File: src/rtl/puf_pkg.sv
// Shared types and constants for the PUF response sequencer.
package puf_pkg;

  localparam int CHAL_W            = 3;
  localparam int N_CHAL            = 8;
  localparam int TMR_W             = 16;
  localparam int DEF_WINDOW_CYCLES = 256;
  localparam int DEF_SETTLE_CYCLES = 4;

  typedef enum logic [2:0] {
    ST_IDLE,
    ST_CLEAR,
    ST_RUN,
    ST_SETTLE,
    ST_SAMPLE,
    ST_DONE
  } puf_state_e;

endpackage

File: src/rtl/puf_window_timer.sv
// Loadable down-counter with terminal-count flag; times both the oscillator
// window and the settle interval. Load N-1 to get an N-cycle interval.
module puf_window_timer
  import puf_pkg::*;
(
  input  logic             clk,
  input  logic             rst_n,
  input  logic             i_load,
  input  logic [TMR_W-1:0] i_load_val,
  output logic             o_tc
);

  logic [TMR_W-1:0] r_cnt;

  // Load on request, otherwise count down and park at zero.
  always_ff @(posedge clk) begin
    if (!rst_n) begin
      r_cnt <= '0;
    end else if (i_load) begin
      r_cnt <= i_load_val;
    end else if (r_cnt != '0) begin
      r_cnt <= r_cnt - TMR_W'(1);
    end
  end

  assign o_tc = (r_cnt == '0);

endmodule

File: src/rtl/puf_response_sequencer.sv
// PUF response sequencer: walks challenges 0..7, times the oscillator window
// and settle interval, compares the two bank counts and packs the results.
// Optional build macro PUF_RESP_MAJORITY_EN: three measurements per challenge,
// result bit is the majority vote.
//
// state  | meaning
// IDLE   | waiting for start; resp holds last word
// CLEAR  | one cycle, counters cleared, oscillators off
// RUN    | oscillators enabled for WINDOW_CYCLES
// SETTLE | oscillators off for SETTLE_CYCLES before sampling
// SAMPLE | compare cnt_a > cnt_b, store bit, advance challenge
// DONE   | one cycle, resp_valid asserted
module puf_response_sequencer
  import puf_pkg::*;
#(
  parameter int WINDOW_CYCLES = DEF_WINDOW_CYCLES,
  parameter int SETTLE_CYCLES = DEF_SETTLE_CYCLES,
  parameter int CNT_W         = 8
) (
  input  logic              clk,
  input  logic              rst_n,
  input  logic              i_start,
  input  logic [CNT_W-1:0]  i_cnt_a,
  input  logic [CNT_W-1:0]  i_cnt_b,
  output logic              o_osc_en,
  output logic              o_cnt_clr,
  output logic [CHAL_W-1:0] o_challenge,
  output logic              o_busy,
  output logic [N_CHAL-1:0] o_resp,
  output logic              o_resp_valid
);

  localparam logic [TMR_W-1:0]  WIN_LOAD  = TMR_W'(WINDOW_CYCLES - 1);
  localparam logic [TMR_W-1:0]  SET_LOAD  = TMR_W'(SETTLE_CYCLES - 1);
  localparam logic [CHAL_W-1:0] LAST_CHAL = CHAL_W'(N_CHAL - 1);

  puf_state_e        r_state, w_state_nxt;
  logic              r_osc_en, r_cnt_clr, r_busy, r_resp_valid;
  logic [CHAL_W-1:0] r_challenge;
  logic [N_CHAL-1:0] r_resp;
  logic              w_tmr_load, w_tmr_tc;
  logic [TMR_W-1:0]  w_tmr_val;
  logic              w_bit, w_result, w_meas_last, w_chal_last;

  assign w_bit       = (i_cnt_a > i_cnt_b);
  assign w_chal_last = (r_challenge == LAST_CHAL);

  puf_window_timer u_timer (
    .clk        (clk),
    .rst_n      (rst_n),
    .i_load     (w_tmr_load),
    .i_load_val (w_tmr_val),
    .o_tc       (w_tmr_tc)
  );

`ifdef PUF_RESP_MAJORITY_EN
  logic [1:0] r_rep;
  logic [1:0] r_vote;
  logic [2:0] w_votes;

  assign w_votes     = {w_bit, r_vote};
  assign w_meas_last = (r_rep == 2'd2);
  assign w_result    = (w_votes[0] & w_votes[1]) | (w_votes[0] & w_votes[2]) |
                       (w_votes[1] & w_votes[2]);

  // Track repeat number and keep the first two votes of each challenge.
  always_ff @(posedge clk) begin
    if (!rst_n) begin
      r_rep  <= '0;
      r_vote <= '0;
    end else if (r_state == ST_IDLE && i_start) begin
      r_rep  <= '0;
      r_vote <= '0;
    end else if (r_state == ST_SAMPLE) begin
      if (w_meas_last) begin
        r_rep <= '0;
      end else begin
        r_vote[r_rep[0]] <= w_bit;
        r_rep            <= r_rep + 2'd1;
      end
    end
  end
`else
  assign w_meas_last = 1'b1;
  assign w_result    = w_bit;
`endif

  // Next-state decode and timer load for the coming interval.
  always_comb begin
    w_state_nxt = r_state;
    w_tmr_load  = 1'b0;
    w_tmr_val   = WIN_LOAD;
    case (r_state)
      ST_IDLE:   if (i_start) w_state_nxt = ST_CLEAR;
      ST_CLEAR: begin
        w_state_nxt = ST_RUN;
        w_tmr_load  = 1'b1;
        w_tmr_val   = WIN_LOAD;
      end
      ST_RUN: begin
        if (w_tmr_tc) begin
          w_state_nxt = ST_SETTLE;
          w_tmr_load  = 1'b1;
          w_tmr_val   = SET_LOAD;
        end
      end
      ST_SETTLE: if (w_tmr_tc) w_state_nxt = ST_SAMPLE;
      ST_SAMPLE: w_state_nxt = (w_meas_last && w_chal_last) ? ST_DONE : ST_CLEAR;
      ST_DONE:   w_state_nxt = ST_IDLE;
      default:   w_state_nxt = ST_IDLE;
    endcase
  end

  // State register; outputs registered from the next state so they line up
  // with the state they describe.
  always_ff @(posedge clk) begin
    if (!rst_n) begin
      r_state      <= ST_IDLE;
      r_osc_en     <= 1'b0;
      r_cnt_clr    <= 1'b0;
      r_busy       <= 1'b0;
      r_resp_valid <= 1'b0;
      r_challenge  <= '0;
      r_resp       <= '0;
    end else begin
      r_state      <= w_state_nxt;
      r_osc_en     <= (w_state_nxt == ST_RUN);
      r_cnt_clr    <= (w_state_nxt == ST_CLEAR);
      r_busy       <= (w_state_nxt != ST_IDLE);
      r_resp_valid <= (w_state_nxt == ST_DONE);
      if (r_state == ST_IDLE && i_start) begin
        r_challenge <= '0;
        r_resp      <= '0;
      end else if (r_state == ST_SAMPLE && w_meas_last) begin
        r_resp[r_challenge] <= w_result;
        if (!w_chal_last) r_challenge <= r_challenge + CHAL_W'(1);
      end
    end
  end

  assign o_osc_en     = r_osc_en;
  assign o_cnt_clr    = r_cnt_clr;
  assign o_challenge  = r_challenge;
  assign o_busy       = r_busy;
  assign o_resp       = r_resp;
  assign o_resp_valid = r_resp_valid;

endmodule

File: config.mk
export PLATFORM = sky130hd
export DESIGN_NAME = puf_response_sequencer
export DESIGN_NICKNAME = d
export VERILOG_FILES = /design/src/rtl/puf_pkg.sv /design/src/rtl/puf_window_timer.sv /design/src/rtl/puf_response_sequencer.sv
export SDC_FILE = /design/constraint.sdc
export NUM_CORES = 1
export LEC_CHECK = 0
export ABC_AREA = 1
export ABC_CLOCK_PERIOD_IN_PS = 1400
export CAP_MARGIN = 20
export CORE_AREA = 2 2 70 72
export DETAILED_ROUTE_END_ITERATION = 6
export DIE_AREA = 0 0 72 74
export GPL_ROUTABILITY_DRIVEN = 0
export GPL_TIMING_DRIVEN = 1
export PLACE_DENSITY = 0.7
export SYNTH_ARGS = -nofsm -noshare
export SYNTH_HDL_FRONTEND = slang
export SYNTH_SLANG_ARGS = --single-unit
File: constraint.sdc
create_clock -name clk -period 1.4 [get_ports clk]
set_input_delay 0.28 -clock clk [delete_from_list [all_inputs] [get_ports clk]]
set_output_delay 0.28 -clock clk [all_outputs]
set_load 0.05 [all_outputs]
# Word-level counts from Yosys, hierarchy flattened
# Cells that the tools add are included.
[word_totals]
elab_cells = 46
ff_bits = 34
output_inout_bits = 15
[op_classes]
bitwise = 2
n_mux = 14
magnitude_cmp = 3
add_sub_neg = 2
n_reduce_logical = 9
n_eq_ne = 8
[op_table]
columns = ["operator", "count"]
rows = [
  ["16-bit 2-to-1 mux", 2],
  ["16-bit zero test", 1],
  ["8-bit 2-to-1 mux", 2],
  ["16-bit nonzero test", 1],
  ["16-bit by 1-bit subtractor with 16-bit output (second input constant)", 1],
  ["3-bit case mux with 5 select lines", 1],
  ["3-bit 2-to-1 mux", 4],
  ["3-bit by 2-bit equality test with 1-bit output (second input constant)", 3],
  ["3-bit equality test (second input constant)", 3],
  ["8-bit bitwise mux", 1],
  ["8-bit greater-than comparator", 1],
  ["3-bit by 1-bit equality test with 1-bit output (second input constant)", 2],
  ["3-bit by 4-bit < comparator with 1-bit output (second input constant)", 1],
  ["3-bit by 1-bit adder with 3-bit output (second input constant)", 1],
  ["1-bit demux with 3-bit select", 1],
  ["3-bit by 1-bit >= comparator with 1-bit output (second input constant)", 1],
  ["3-bit zero test", 1],
  ["3-bit nonzero test", 1],
  ["1-bit logical AND", 2],
  ["1-bit 2-to-1 mux", 2],
  ["1-bit NOT", 2],
  ["1-bit case mux with 2 select lines", 1],
  ["2-bit AND reduction", 1],
  ["2-bit nonzero test", 1],
  ["2-bit OR reduction", 1],
]

# Depth between registers and ports, before layout
# Gate-level depths: netlist (run 1).
[logic_depth]
ltp_word = 5
depth_mapped = 10

# Cells and area by module
# A second synthesis (run 1) with hierarchy kept.
[unflattened]
hier_cells = 313
area_unflattened_um2 = 2139.6
[modules_own_cells]
columns = ["mod", "instances", "area_each_um2", "cells_per_inst"]
rows = [
  ["puf_window_timer", 1, 1114.8, 180],
  ["puf_response_sequencer", 1, 1024.7, 133],
]

# Worst setup path after synthesis (run 1)
# Ideal clock, no wire load.
[synth_path]
path_kind = "register -> register"
startpoint = "register r_challenge[1], in the netlist o_challenge[1]"
endpoint = "register r_challenge[1], in the netlist o_challenge[1]"
required_ps = 1314
t_arrival_ps = 1393
slack_ps = -78
period_less_slack_ps = 1478
stages_incl_launch_ff = 7
path_buffers = 0
setup_ps = 86
cell_sequence = "dfxtp_1 -> ha_1 -> ha_1 -> inv_1 -> nand2_1 -> nor2_1 -> a211oi_1"
[synth_via]
elab_chain_cells = 3
[synth_lines]
columns = ["item", "line", "rtl"]
rows = [
  ["from (decl)", "puf_response_sequencer.sv:39", "logic [CHAL_W-1:0] r_challenge;"],
  ["from (signal assigned)", "puf_response_sequencer.sv:136", "if (!w_chal_last) r_challenge <= r_challenge + CHAL_W'(1);"],
  ["parallel branches: the longest is 3 deep, another holds 3-bit by 1-bit adder with 3-bit output", "--", ""],
]
# Parallel ways; which one is timed is not known.
# A chain may end at the register's enable or synchronous reset.

# Worst setup path after layout (run 1)
[layout_path]
startpoint = "register u_timer.r_cnt[1]"
endpoint = "register u_timer.r_cnt[7]"
[layout_via]
elab_chain_cells = 4
[layout_lines]
columns = ["item", "line", "rtl"]
rows = [
  ["from (decl)", "puf_window_timer.sv:13", "logic [TMR_W-1:0] r_cnt;"],
  ["from (signal assigned)", "puf_window_timer.sv:20", "r_cnt <= i_load_val;"],
  ["from (signal assigned)", "puf_window_timer.sv:22", "r_cnt <= r_cnt - TMR_W'(1);"],
  ["parallel branches: the longest is 4 deep, another holds 16-bit by 1-bit subtractor with 16-bit output", "--", ""],
]
# Parallel ways; which one is timed is not known. The select of a mux whose other input is x is not followed.

==> results by group, run 1 <==
Status
  • Status: complete, but fails checks
  • Failing checks: negative setup slack

Hold path
  • Hold EP: u_timer.r_cnt[4]$_SDFFE_PN0P_
  • Worst hold-check path type: reg2reg
  • Hold path cells: 2
  • Min-delay src: u_timer.r_cnt[4]$_SDFFE_PN0P_

GRT
  • GR Overflow Total: 0
  • Global Route Usage Sum: 20.8%
  • Initial antenna violation count: 0
  • First-pass GRT wire length: around 8800 um
  • Number of global-route vias before repair: 2,082
  • Largest net degree at the start of global routing: 13

Pwr
  • PD cells: 1890 mW/mm^2
  • Reg power frac: 22.8%
  • Overall Power: about 6.1 mW
  • LEAKAGE: 1.53 nW
  • Internal: 3.56 mW
  • Combinational share of power: 59.0%
  • Clock share of power: 18.3%
  • Switching Share: between 40% and 50%
  • Maximum vdd drop: 0.913 mV
  • NetSw: between 2 and 3 mW

STA
  • Final clock skew: 3.88 ps
  • Setup violations, final: 12
  • Tcrit/Tclk final: 105%
  • Fin. max-slew vios: 0
  • Final worst path period need: 1460 ps
  • Slew @ Worst Pin: 294 ps
  • Unrepaired setup endpoints after global routing: yes
  • Max Clk Rate: 683 MHz
  • Rel. slew slack: 80.2%
  • Fin. Hold Viols: 0
  • Setup TNS: -451 ps
  • Final worst slack: -63.5 ps

Placed design
  • Inst Count DP: 387
  • Number of port buffers: 33
  • Placed Area: roughly 0.0026 mm^2
  • DP Wirelength: 3500 um

Logic synthesis
  • Cells after Synth: between 200 and 300
  • Synth Warn #: 0
  • Netlist cell types: 29
  • Synth Cell Area: ~0.0019 mm^2
  • Mapped Avg Cell Area: 6.94 um^2
  • #FFs+latches synth: 34
  • Register area share after synthesis: 35.4%
  • Post-Syn Nets: around 300

Floorplan
  • DIE HEIGHT: between 70 and 80 um
  • Row count: 25
  • Die W: 72 um
  • Die area: roughly 0.0053 mm^2
  • Starting Density: 41.8%
  • Core area: 0.00460 mm^2
  • Io pins: 34

Detailed routing
  • DRT Wirelength: 5610 um
  • Initial DRT Pass Iterations: 4
  • Initial DRC count: 81
  • Avg WL per Cell: 13.8 um
  • Post-route antenna net violation count: 0
  • DRC violations left: 0
  • Routed vias: about 2,100
  • Number of vias per cell: 5.09

Setup path
  • CP Class: reg2reg
  • FF-to-FF End: u_timer.r_cnt[7]$_SDFFE_PN0P_
  • Worst r2r src: u_timer.r_cnt[1]$_SDFFE_PN0P_
  • Crit end category: register
  • Worst-case reg-to-reg path depth: 9
  • Worst-path fanout max: 5
  • CP Launch Type: register
  • Reg2reg setup slack: -60 ps
  • Crit path required time: 1580 ps
  • Crit path arrival time: 1650 ps

Clocking
  • CTS tree: yes
  • Clk buf depth: 2
  • H-tree depth: 2
  • Total CTS buffers: 5
  • Reg clk slew, reported paths: 70 ps
  • Root buf cell: clkbuf_8
  • Clk sinks: 34
  • Worst skew pair latency: about 300 ps

Cells and area
  • Final std cells w/o fill: 405
  • Final Net Count: 381
  • Share of cells above drive strength 1: 43.9%
  • Fin area: 0.00323 mm^2
  • Antenna Cells: 0
  • Area delta synth->final: 68.0%

Run
  • MaxCap Viol Count: 0
metrics by stage:
step,util [%],setup WS [ps],hold slack [ps]
finish,70.3,-63.5,517
global route,70.3,-144,542
CTS,65.7,-39.0,507
detailed placement,57.6,-464,503
global placement,57.6,-418,502
floorplan,-,24.9,396
how the worst max path moves through the flow:
| stage | endpoint | startpoint | slack (ps) | cells after the start |
|---|---|---|---|---|
| after floorplan | u_timer.r_cnt[0]$_SDFFE_PN0P_ | u_timer.r_cnt[0]$_SDFFE_PN0P_ | 20 | 10 |
| after global placement | o_resp[1]$_SDFFE_PP0P_ | i_cnt_b[3] | -420 | 9 |
| after detailed placement | o_resp[1]$_SDFFE_PP0P_ | i_cnt_b[7] | -460 | 8 |
| after CTS | u_timer.r_cnt[9]$_SDFFE_PN0P_ | u_timer.r_cnt[0]$_SDFFE_PN0P_ | -40 | 10 |
| after global routing | u_timer.r_cnt[8]$_SDFFE_PN0P_ | u_timer.r_cnt[10]$_SDFFE_PN0P_ | -140 | 9 |
| final | u_timer.r_cnt[7]$_SDFFE_PN0P_ | u_timer.r_cnt[1]$_SDFFE_PN0P_ | -60 | 9 |
power groups by stage:
stage	Combinational (mW)	Sequential, mW	Clock, mW
after floorplan	1.61	1.42	0
after global placement	2.45	1.37	0
after detailed placement	2.49	1.38	0
after CTS	3.07	1.37	1.12
after global routing	3.92	1.40	1.17
final	3.60	1.39	1.12
synth_stat cells:
master	number	area, um^2
nand2_2	3	18.8
clkbuf_1	1	3.75
nor2_2	5	31.3
nor3_1	1	5.00
buf_6	1	11.3
nand3_2	4	40.0
nor4_1	1	6.26
nor2_4	4	45.0
ha_1	12	150
nand3b_2	1	11.3
or2_2	2	12.5
clkinv_2	1	5.00
dfxtp_1	34	681
xor2_1	1	8.76
nand3b_1	2	15.0
o21bai_1	1	7.51
a211oi_1	1	7.51
nand3_4	1	17.5
nand3_1	14	70.1
nand4_1	4	25.0
nand2_1	55	206
o21ai_0	14	70.1
a21oi_1	27	135
nor2_1	40	150
inv_1	40	150
o211ai_1	1	7.51
inv_2	3	11.3
o21a_1	1	7.51
a31oi_1	2	12.5
sequential cells by signal, summed over array words and instances, names as in the netlist:
register and cells:
r_state 3, o_busy 1, o_resp 8, o_challenge 3, o_cnt_clr 1, o_osc_en 1, u_timer.r_cnt 16, o_resp_valid 1
timing repair:
action                                  4_1_cts  5_1_grt
buffers inserted                              6        4
resized for setup                            53       51
pin swaps                                    19       22
endpoints found under the setup margin       25       27
hold buffers                                  0        0
per-layer routing:
metal	vias to the layer above	track usage, %	wire, um
li1	1034	-	-
met5	-	0	0
met2	64	38.4	3080
met1	951	23.4	2140
met4	0	6.50	106
met3	14	5.96	278
logic make-up after synthesis:
| kind of cell | synth area share (%) |
|---|---|
| AO/OA/AOI/OAI | 12.9 |
| XOR/XNOR | 0.456 |
| AND/OR/NAND/NOR | 34.0 |
| flip-flops | 35.4 |
| buffers and inverters | 9.43 |
| adder cells (fa/ha/maj) | 7.81 |
cell type report:
type	instances	area (um^2)
multi-input combinational	197	1380
fill	304	1370
timing repair buffer	68	785
sequential	34	687
inverter	44	173
clock buffer	5	68.8
clock inverter	3	68.8
tap	54	67.6
cells in the final DEF (no fill, tap or decap), types with 9 or more instances in the layout:
cell type       count
dfxtp_1            29
nor2_2             17
o21ai_0            13
inv_1              32
buf_12             16
nand3_1             9
nor2_1             24
nand2_1            38
buf_4              31
nand2_2            14
a21oi_1            13
a21oi_2            14
inv_2              10
dlymetal6s2s_1      9
critical path, cell delays in order, from the launching register on:
cell	delay [ps]
dfxtp_1	320
inv_2	100
ha_4	160
nand3_4	80
nor2_4	180
nand2_4	110
buf_12	150
buf_6	120
nand3_2	50
a21oi_1	70
No activity file was read; power rests on OpenSTA's default activity.
==> run 2, diff against run 1 <==
==> constraint.sdc (replaced) <==
create_clock -name clk -period 1.4 [get_ports clk]
set_input_delay 0.14 -clock clk [delete_from_list [all_inputs] [get_ports clk]]
set_output_delay 0.14 -clock clk [all_outputs]
set_load 0.05 [all_outputs]
==> run 2 against run 1 <==
Compared with the run above:
- largest power group unchanged
- first-iteration DRC count down 16%
- count of clock-buffer cells in the layout up 2
- sequential share of layout area up 3.1 points
- clock power down 33%
- fmax up 1.0%
- clock skew up 3.0 ps
- critical endpoint is now o_busy$_SDFF_PN0_
- largest cell class unchanged
- core utilization down 9.0 points
- the flow still finishes with violations (negative setup slack)
==> results by group, run 2 (synthesized netlist as in run 1, its figures left out) <==
Cells and area
  • Max FFs per register: 16
  • Commonest cells after routing, fill and taps aside: nand2_1 (40), buf_4 (40), inv_1 (37), nor2_1 (30), dfxtp_1 (30)
  • Share of cells above drive strength 1: 33.9%
  • Final Net Count: approximately 380
  • Area delta synth->final: 46.5%
  • Layout Utilization: slightly above 60%
  • Antenna Cells: 0
  • Top reg by flops: u_timer.r_cnt

GRT
  • Global Route Usage Sum: 17.7%
  • Number of global-route vias before repair: 1,833
  • First-pass GRT wire length: 7490 um
  • Largest net degree at the start of global routing: 11
  • Initial antenna violation count: 0
  • GR Overflow Total: 0

Hold path
  • Worst hold-check path type: in2reg
  • Min-delay src: rst_n

Pwr
  • PD cells: 1850 mW/mm^2
  • NetSw: 2.26 mW
  • Maximum vdd drop: around 0.86 mV
  • Combinational share of power: 59.2%
  • Reg power frac: 26.5%
  • Clock share of power: 14.3%
  • Switching Share: 43.3%
  • Internal: 2.95 mW
  • Overall Power: about 5.2 mW
  • LEAKAGE: 1.35 nW

STA
  • Fin. max-slew vios: 0
  • Setup TNS: -174 ps
  • Rel. slew slack: 82.1%
  • Final worst path period need: between 1000 and 1500 ps
  • WHS: around 510 ps
  • Tcrit/Tclk final: 104%
  • Setup violations, final: 11
  • Final worst slack: -49.0 ps
  • Fin. Hold Viols: 0
  • Max Clk Rate: 690 MHz
  • Final clock skew: 6.90 ps
  • Unrepaired setup endpoints after global routing: yes
  • Slew @ Worst Pin: roughly 270 ps

Detailed routing
  • Avg WL per Cell: 11.5 um
  • Number of vias per cell: roughly 4.9
  • DRC violations left: 0
  • Initial DRC count: 68
  • Routed vias: 1,945
  • DRT Wirelength: 4600 um
  • Post-route antenna net violation count: 0
  • Initial DRT Pass Iterations: 4

Run
  • MaxCap Viol Count: 0

Floorplan
  • Die W: 72 um
  • Die area: around 0.0053 mm^2
  • Core area: 0.00460 mm^2
  • Io pins: 34
  • Row count: 25
  • Starting Density: 41.8%
  • DIE HEIGHT: 74 um

Placed design
  • Number of port buffers: 33
  • DP Wirelength: 3490 um
  • Placement Setup Slack: -335 ps

Clocking
  • Clk buf depth: 2
  • Number of hold buffers added after CTS: 0
  • Root buf cell: clkbuf_8
  • CTS tree: yes
  • Reg clk slew, reported paths: 70 ps
  • Total CTS buffers: 5
  • H-tree depth: 2
  • Worst skew pair latency: approximately 280 ps
  • Clk sinks: 34

Setup path
  • Critical path depth in cells: 9
  • CP max stage delay: 340 ps
  • Critical-path top delay cell: dfxtp_2
  • Crit path arrival time: 1620 ps
  • Worst Setup EP: o_busy$_SDFF_PN0_
  • Crit path required time: 1570 ps
  • FF-to-FF End: o_busy$_SDFF_PN0_
  • Crit. Startpoint: u_timer.r_cnt[0]$_SDFFE_PN0P_
  • Buffers and inverters on the worst path: 1
  • Most frequent CP cell: nand2_4
  • Reg2reg setup slack: -50 ps
  • CP Launch Type: register
  • Worst r2r src: u_timer.r_cnt[0]$_SDFFE_PN0P_
  • Worst-path fanout max: 8
  • CP Class: reg2reg
  • Worst-case reg-to-reg path depth: 9
  • Delay-heaviest family, CP: simple AND/OR/NAND/NOR gates
  • Worst path cell trace: inv_4 > ha_4 > nand3_4 > nor2_4 > nand2_4 > nand2_4 > nand2_2 > o21bai_1 > nand2_1
  • Crit end category: register

Status
  • Status: complete, but fails checks
  • Failing checks: negative setup slack
-- run 2: per-stage QoR --
stage                     area (um^2)  instances
after floorplan                  1930        277
after global placement           2470        385
after detailed placement         2470        385
after CTS                        2620        395
after global routing             2820        399
final                            2820        399
-- run 2: worst min-delay path by stage --
stage / end / slack [ps] / depth (start not counted)
finish: o_challenge[1]$_SDFFE_PP0P_ / 510 / 3
global route: o_challenge[1]$_SDFFE_PP0P_ / 530 / 3
CTS: o_challenge[1]$_SDFFE_PP0P_ / 500 / 3
detailed placement: u_timer.r_cnt[4]$_SDFFE_PN0P_ / 500 / 2
global placement: u_timer.r_cnt[4]$_SDFFE_PN0P_ / 500 / 2
floorplan: r_state[1]$_SDFF_PN0_ / 260 / 2
-- run 2: final cells by class --
cell class | instances | area (um^2)
inverter | 44 | 174
tap | 54 | 67.6
clock buffer | 7 | 86.3
clock inverter | 1 | 5.00
multi-input combinational | 197 | 1250
sequential | 34 | 686
fill | 402 | 1780
timing repair buffer | 62 | 552
-- run 2: power groups by stage --
stage | Combinational [mW] | Sequential (mW) | Clock [mW]
after floorplan | 1.61 | 1.42 | 0
after global placement | 2.46 | 1.37 | 0
after detailed placement | 2.50 | 1.37 | 0
after CTS | 2.67 | 1.36 | 0.769
after global routing | 3.43 | 1.40 | 0.810
final | 3.08 | 1.38 | 0.745
-- run 2: tightest hold or removal path: cells and delay by family --
kind	cells	cell delay [ps]
AO/OA/AOI/OAI	1	50
buffers and inverters	1	440
AND/OR/NAND/NOR	1	110
-- run 2: routing by layer --
metal / routed length (um) / vias to the layer above / GRT usage, %
li1: - / 1022 / -
met1: 1920 / 882 / 19.9
met2: 2420 / 35 / 32.5
met3: 213 / 6 / 5.69
met4: 46 / 0 / 4.82
met5: 0 / - / 0
-- run 2: timing repair --
item | CTS | global route
hold endpoints to repair | 0 | 0
buffers inserted | 2 | 4
resized for setup | 11 | 45
pin swaps | 2 | 14
endpoints found under the setup margin | 24 | 28
